## src/rtl/trapezoid_acc_pkg.sv

```systemverilog
// Shared types and default constants for the trapezoid surface accumulator.
package trapezoid_acc_pkg;

  typedef enum logic [1:0] {
    IDLE  = 2'd0,
    ACCUM = 2'd1,
    HOLD  = 2'd2
  } acc_state_t;

  localparam int unsigned SEG_COUNT_DEF = 64;
  localparam int unsigned ACC_W_DEF     = 48;
  localparam int unsigned SURF_W        = 32;

endpackage

```

## src/rtl/trapezoid_surf_accumulator_adder.sv

```systemverilog
// Combinational accumulator adder with carry flag.
// TRAPEZOID_ACC_SATURATE_EN selects clamping to all-ones on carry; otherwise wraps.
module surf_acc_adder
  import trapezoid_acc_pkg::*;
#(
  parameter int unsigned ACC_W = ACC_W_DEF
) (
  input  logic [ACC_W-1:0]  acc_i,
  input  logic [SURF_W-1:0] surf_i,
  output logic [ACC_W-1:0]  sum_o,
  output logic              carry_o
);

  logic [ACC_W:0] full_sum;

  always_comb begin
    full_sum = {1'b0, acc_i} + (ACC_W+1)'(surf_i);
    carry_o  = full_sum[ACC_W];
`ifdef TRAPEZOID_ACC_SATURATE_EN
    // Once clamped, any further non-zero addend carries again, so the value sticks.
    sum_o    = carry_o ? '1 : full_sum[ACC_W-1:0];
`else
    sum_o    = full_sum[ACC_W-1:0];
`endif
  end

endmodule

```

## src/rtl/trapezoid_surf_accumulator.sv

```systemverilog
// Sums SEG_COUNT trapezoid surfaces per frame and offers the integral on a valid/ready port.
// Overflow handling follows TRAPEZOID_ACC_SATURATE_EN (see surf_acc_adder).
module trapezoid_surf_accumulator
  import trapezoid_acc_pkg::*;
#(
  parameter int unsigned SEG_COUNT = SEG_COUNT_DEF,
  parameter int unsigned ACC_W     = ACC_W_DEF
) (
  input  logic                           clk,
  input  logic                           rst,
  input  logic                           start,
  input  logic [SURF_W-1:0]              surf,
  input  logic                           surf_valid,
  input  logic                           out_ready,
  output logic [ACC_W-1:0]               integral,
  output logic                           integral_valid,
  output logic                           busy,
  output logic [$clog2(SEG_COUNT+1)-1:0] seg_cnt,
  output logic                           overflow
);

  localparam int unsigned CNT_W = $clog2(SEG_COUNT + 1);

  acc_state_t       state_q, state_d;
  logic [ACC_W-1:0] acc_q, acc_d;
  logic [ACC_W-1:0] integral_q, integral_d;
  logic [CNT_W-1:0] cnt_q, cnt_d;
  logic             ovf_q, ovf_d;

  logic [ACC_W-1:0] sum;
  logic             carry;
  logic [CNT_W-1:0] cnt_inc;
  logic             last_seg;
  logic             clr;

  surf_acc_adder #(
    .ACC_W (ACC_W)
  ) u_adder (
    .acc_i   (acc_q),
    .surf_i  (surf),
    .sum_o   (sum),
    .carry_o (carry)
  );

  assign cnt_inc  = cnt_q + CNT_W'(1);
  assign last_seg = (cnt_inc == CNT_W'(SEG_COUNT));

  always_comb begin
    state_d    = state_q;
    acc_d      = acc_q;
    integral_d = integral_q;
    cnt_d      = cnt_q;
    ovf_d      = ovf_q;
    clr        = 1'b0;

    unique case (state_q)
      IDLE: begin
        if (start) begin
          state_d = ACCUM;
          clr     = 1'b1;
        end
      end
      ACCUM: begin
        // A restart wins over a sample arriving in the same cycle.
        if (start) begin
          clr = 1'b1;
        end else if (surf_valid) begin
          acc_d = sum;
          cnt_d = cnt_inc;
          ovf_d = ovf_q | carry;
          if (last_seg) begin
            integral_d = sum;
            state_d    = HOLD;
          end
        end
      end
      HOLD: begin
        if (out_ready) begin
          if (start) begin
            state_d = ACCUM;
            clr     = 1'b1;
          end else begin
            state_d = IDLE;
          end
        end
      end
      default: state_d = IDLE;
    endcase

    if (clr) begin
      acc_d = '0;
      cnt_d = '0;
      ovf_d = 1'b0;
    end
  end

  always_ff @(posedge clk or posedge rst) begin
    if (rst) begin
      state_q    <= IDLE;
      acc_q      <= '0;
      integral_q <= '0;
      cnt_q      <= '0;
      ovf_q      <= 1'b0;
    end else begin
      state_q    <= state_d;
      acc_q      <= acc_d;
      integral_q <= integral_d;
      cnt_q      <= cnt_d;
      ovf_q      <= ovf_d;
    end
  end

  assign integral       = integral_q;
  assign integral_valid = (state_q == HOLD);
  assign busy           = (state_q == ACCUM);
  assign seg_cnt        = cnt_q;
  assign overflow       = ovf_q;

endmodule

```

## config.mk

```make
export PLATFORM = sky130hd
export DESIGN_NAME = trapezoid_surf_accumulator
export DESIGN_NICKNAME = d
export VERILOG_FILES = /design/src/rtl/trapezoid_acc_pkg.sv /design/src/rtl/trapezoid_surf_accumulator_adder.sv /design/src/rtl/trapezoid_surf_accumulator.sv
export SDC_FILE = /design/constraint.sdc
export NUM_CORES = 1
export LEC_CHECK = 0
export ABC_AREA = 1
export CAP_MARGIN = 20
export CORE_AREA = 2 2 124 126
export DETAILED_ROUTE_END_ITERATION = 10
export DIE_AREA = 0 0 126 128
export PLACE_DENSITY = 0.78
export SLEW_MARGIN = 20
export SYNTH_ARGS = -nofsm -noshare
export SYNTH_HDL_FRONTEND = slang
export SYNTH_SLANG_ARGS = --single-unit
```

## constraint.sdc

```tcl
create_clock -name clk -period 3.9 [get_ports clk]
set_input_delay 1.17 -clock clk [delete_from_list [all_inputs] [get_ports clk]]
set_output_delay 1.17 -clock clk [all_outputs]
set_load 0.02 [all_outputs]
```

==> flow_summary.ini <==
[timing]
worst_hold_slack_ps = 481.0
grt_setup_unrepaired = false
fin_skew_ps = 11.93
tightest_slew_ps = 562.1
fin_tns_setup_ps = 0
max_freq_mhz = 303.2
final.period_utilization_pct = 84.58
slew_violations = 0
setup_viol_count_final = 0
period_needed_ps = 3298
hold_viol = 0
relSlewSlack_pct = 62.53

[finish]
layout-drive-gt1-share_pct = 2.765
seqCellArea_um2 = 2653
multiInputGateArea_um2 = 3993
syn_to_final_growth_pct = 19.70
utilization_pct = 59.85
final_nets = 1333
diodes = 0
final_common_cell = nand2_1
num-fill-cells = 1483
mostFrequentLayoutCells = 512 x nand2_1, 183 x inv_1, 106 x dfrtp_1

[floorplan]
ioPinCount = 95
rows = 45
die-area_um2 = 16130
initial_core_util_pct = 50.00
die_h_um = 128
fp.dieW_um = 126
fp.coreArea_um2 = 14860

[global_routing]
antenna_found_initial = 0
grt_pass1_vias = 7038
gr-usage-all-layers_pct = 26.97
grt_start_max_net_pins = 107
grt_pass1_wl_um = 34770
grt-ovfl-total = 0

[pwr]
p_leak_nw = 4.831
p_sw_w = 0.001353
clockPowerShare_pct = 26.9
switching_share_pct = 38.86
cellPowerDensity_nw_per_um2 = 391.5
intPower_w = 0.002129
combPwrFrac_pct = 37.3
power_frac_seq_pct = 35.8
max-vdd-ir-drop_mv = 0.2929

[setup_path]
max_stage_delay_ps = 450
cp-endpoint = acc_q[24]$_DFFE_PP0P_
worstSetupStartpoint = surf[0]
r2r_start = acc_q[0]$_DFFE_PP0P_
worst_ep_required_time_ps = 4160
cp_max_fo = 4
path_class = in -> reg
end_kind = register
r2r_slack_ps = 1480
ff2ff_path_depth = 11
slowest_stage = fa_1
start_kind = input pin
reg2reg_to = acc_q[24]$_DFFE_PP0P_
crit_chain = clkdlybuf4s50_1, ha_1, fa_1, nand3_1, nand3_1, nand2_1, nand2_1, nand2_1, nand3_1, or2_2, nand3_1, nand2_1
arrival_ps = 3550

[place]
place_hpwl_um = 16340
place.gp.congestion = 0.9823
numPortBuffers = 94

[synth]
ys_warn_count = 0
synth_area_leaders = dfrtp_1 36%, nand2_1 26%, inv_1 9.3%
syn-num-nets = 1239
synth-seq-cells = 106
synthDistinctLibCells = 34
netlist_instances = 1167
syn_area_um2 = 7432
yosysTopAreaCell = dfrtp_1
async_flop_share_pct = 100.0
synth_ff_type = dfrtp_1
synth_area_per_cell_um2 = 6.369
synth_top_area_share_pct = 35.69
synth-seq-area-share_pct = 35.69
synth_edf_count = 0

[clock_tree]
htreeDepth = 3
hold_buffers = 0
clock_latency_ps = 360
cts_tree = yes
clockBufferDepth = 2
cts_resized = 0
cts_buffers = 9
cts_sinks = 106
path_clk_slew_ps = 80
postCtsSetupBuffers = 0
root_buffer = clkbuf_16

[hold_path]
hold_path.class = reg -> reg

[drt]
viasPerCell = 5.007
drt-pass1-iter-count = 5
wl_um = 20760
first_iter_violations = 543
dr_total_vias = 7280
drc_errors = 0
drtAntennaViolNets = 0
routedWlPerCell_um = 14.27

[run_status]
status = finished, final reports clean

[run]
cap_violations = 0
-- worst min-delay path by stage --
| stage | startpoint | end | cells after the start |
|---|---|---|---|
| 2_1_floorplan | acc_q[29]$_DFFE_PP0P_ | acc_q[29]$_DFFE_PP0P_ | 2 |
| 5_1_grt | integral[45]$_DFFE_PP0P_ | integral[45]$_DFFE_PP0P_ | 2 |
| 3_3_place_gp | integral[45]$_DFFE_PP0P_ | integral[45]$_DFFE_PP0P_ | 2 |
| 6_report | integral[35]$_DFFE_PP0P_ | integral[35]$_DFFE_PP0P_ | 2 |
| 4_1_cts | integral[35]$_DFFE_PP0P_ | integral[35]$_DFFE_PP0P_ | 2 |
| 3_5_place_dp | integral[29]$_DFFE_PP0P_ | integral[29]$_DFFE_PP0P_ | 2 |
-- layout make-up --
class                           instances  area share, %
Clock buffer                            9          2.532
Clock inverter                          7         0.8579
Inverter                              185          7.876
Multi-Input combinational cell        857          44.88
Sequential cell                       106          29.82
Tap cell                              188          2.644
Timing Repair Buffer                  102          11.39
-- registers in the layout, indices dropped and copies added, names as in the netlist --
name / cells
acc_q: 48
integral: 48
overflow: 1
state_q: 2
seg_cnt: 7
-- stage by stage --
step	power (W)	worst slack, ps	cells	instance area (µm²)
after detailed placement	0.002548	276.4	1438	8594
after global placement	0.002529	360.6	1438	8594
after floorplan	0.002179	1055	1167	7436
final	0.003483	601.5	1454	8896
after global routing	0.003749	478.5	1454	8896
after CTS	0.003495	657.6	1454	8896
-- power by group through the flow --
stage | logic (W) | clock network [W] | registers [W]
finish | 0.00130 | 0.000937 | 0.00125
CTS | 0.00129 | 0.000960 | 0.00125
detailed placement | 0.00128 | 0 | 0.00126
floorplan | 0.000926 | 0 | 0.00125
global placement | 0.00127 | 0 | 0.00126
global route | 0.00148 | 0.00101 | 0.00126
-- worst max-delay path: cells and delay by family --
family	cells	cell delay, ps
and+or+nand+nor	9	1240
adders and majority gates	2	710
buffers and inverters	1	420
-- per-layer routing --
layer	part of all wire (%)	routed length [µm]	GRT usage (%)	up-vias
li1	-	-	-	3746
met2	46	9615	45.16	220
met5	0	0	0	-
met1	45	9298	35.84	3279
met3	6.2	1284	4.800	35
met4	2.7	556	8.339	0
-- cell families after synthesis --
| group | synth area share [%] |
|---|---|
| AND/OR/NAND/NOR | 39.66 |
| adder cells (fa/ha/maj) | 5.993 |
| AO/OA/AOI/OAI | 5.017 |
| XOR/XNOR | 2.946 |
| buffers and inverters | 10.69 |
| flip-flops | 35.69 |
-- cell usage after synthesis (4+ instances only) --
library cell  instances
o21ai_1              13
nor2_1               96
ha_1                 34
xor2_1                7
xnor2_1              18
a21oi_1              15
dfrtp_1             106
clkbuf_1              4
nor3_1                8
buf_2                11
or2_2                 4
nand3b_1              9
nand4_1               9
inv_1               184
nand3_1              83
nand2_1             512
o21ai_0              37
(Power assumes the default switching activity.)
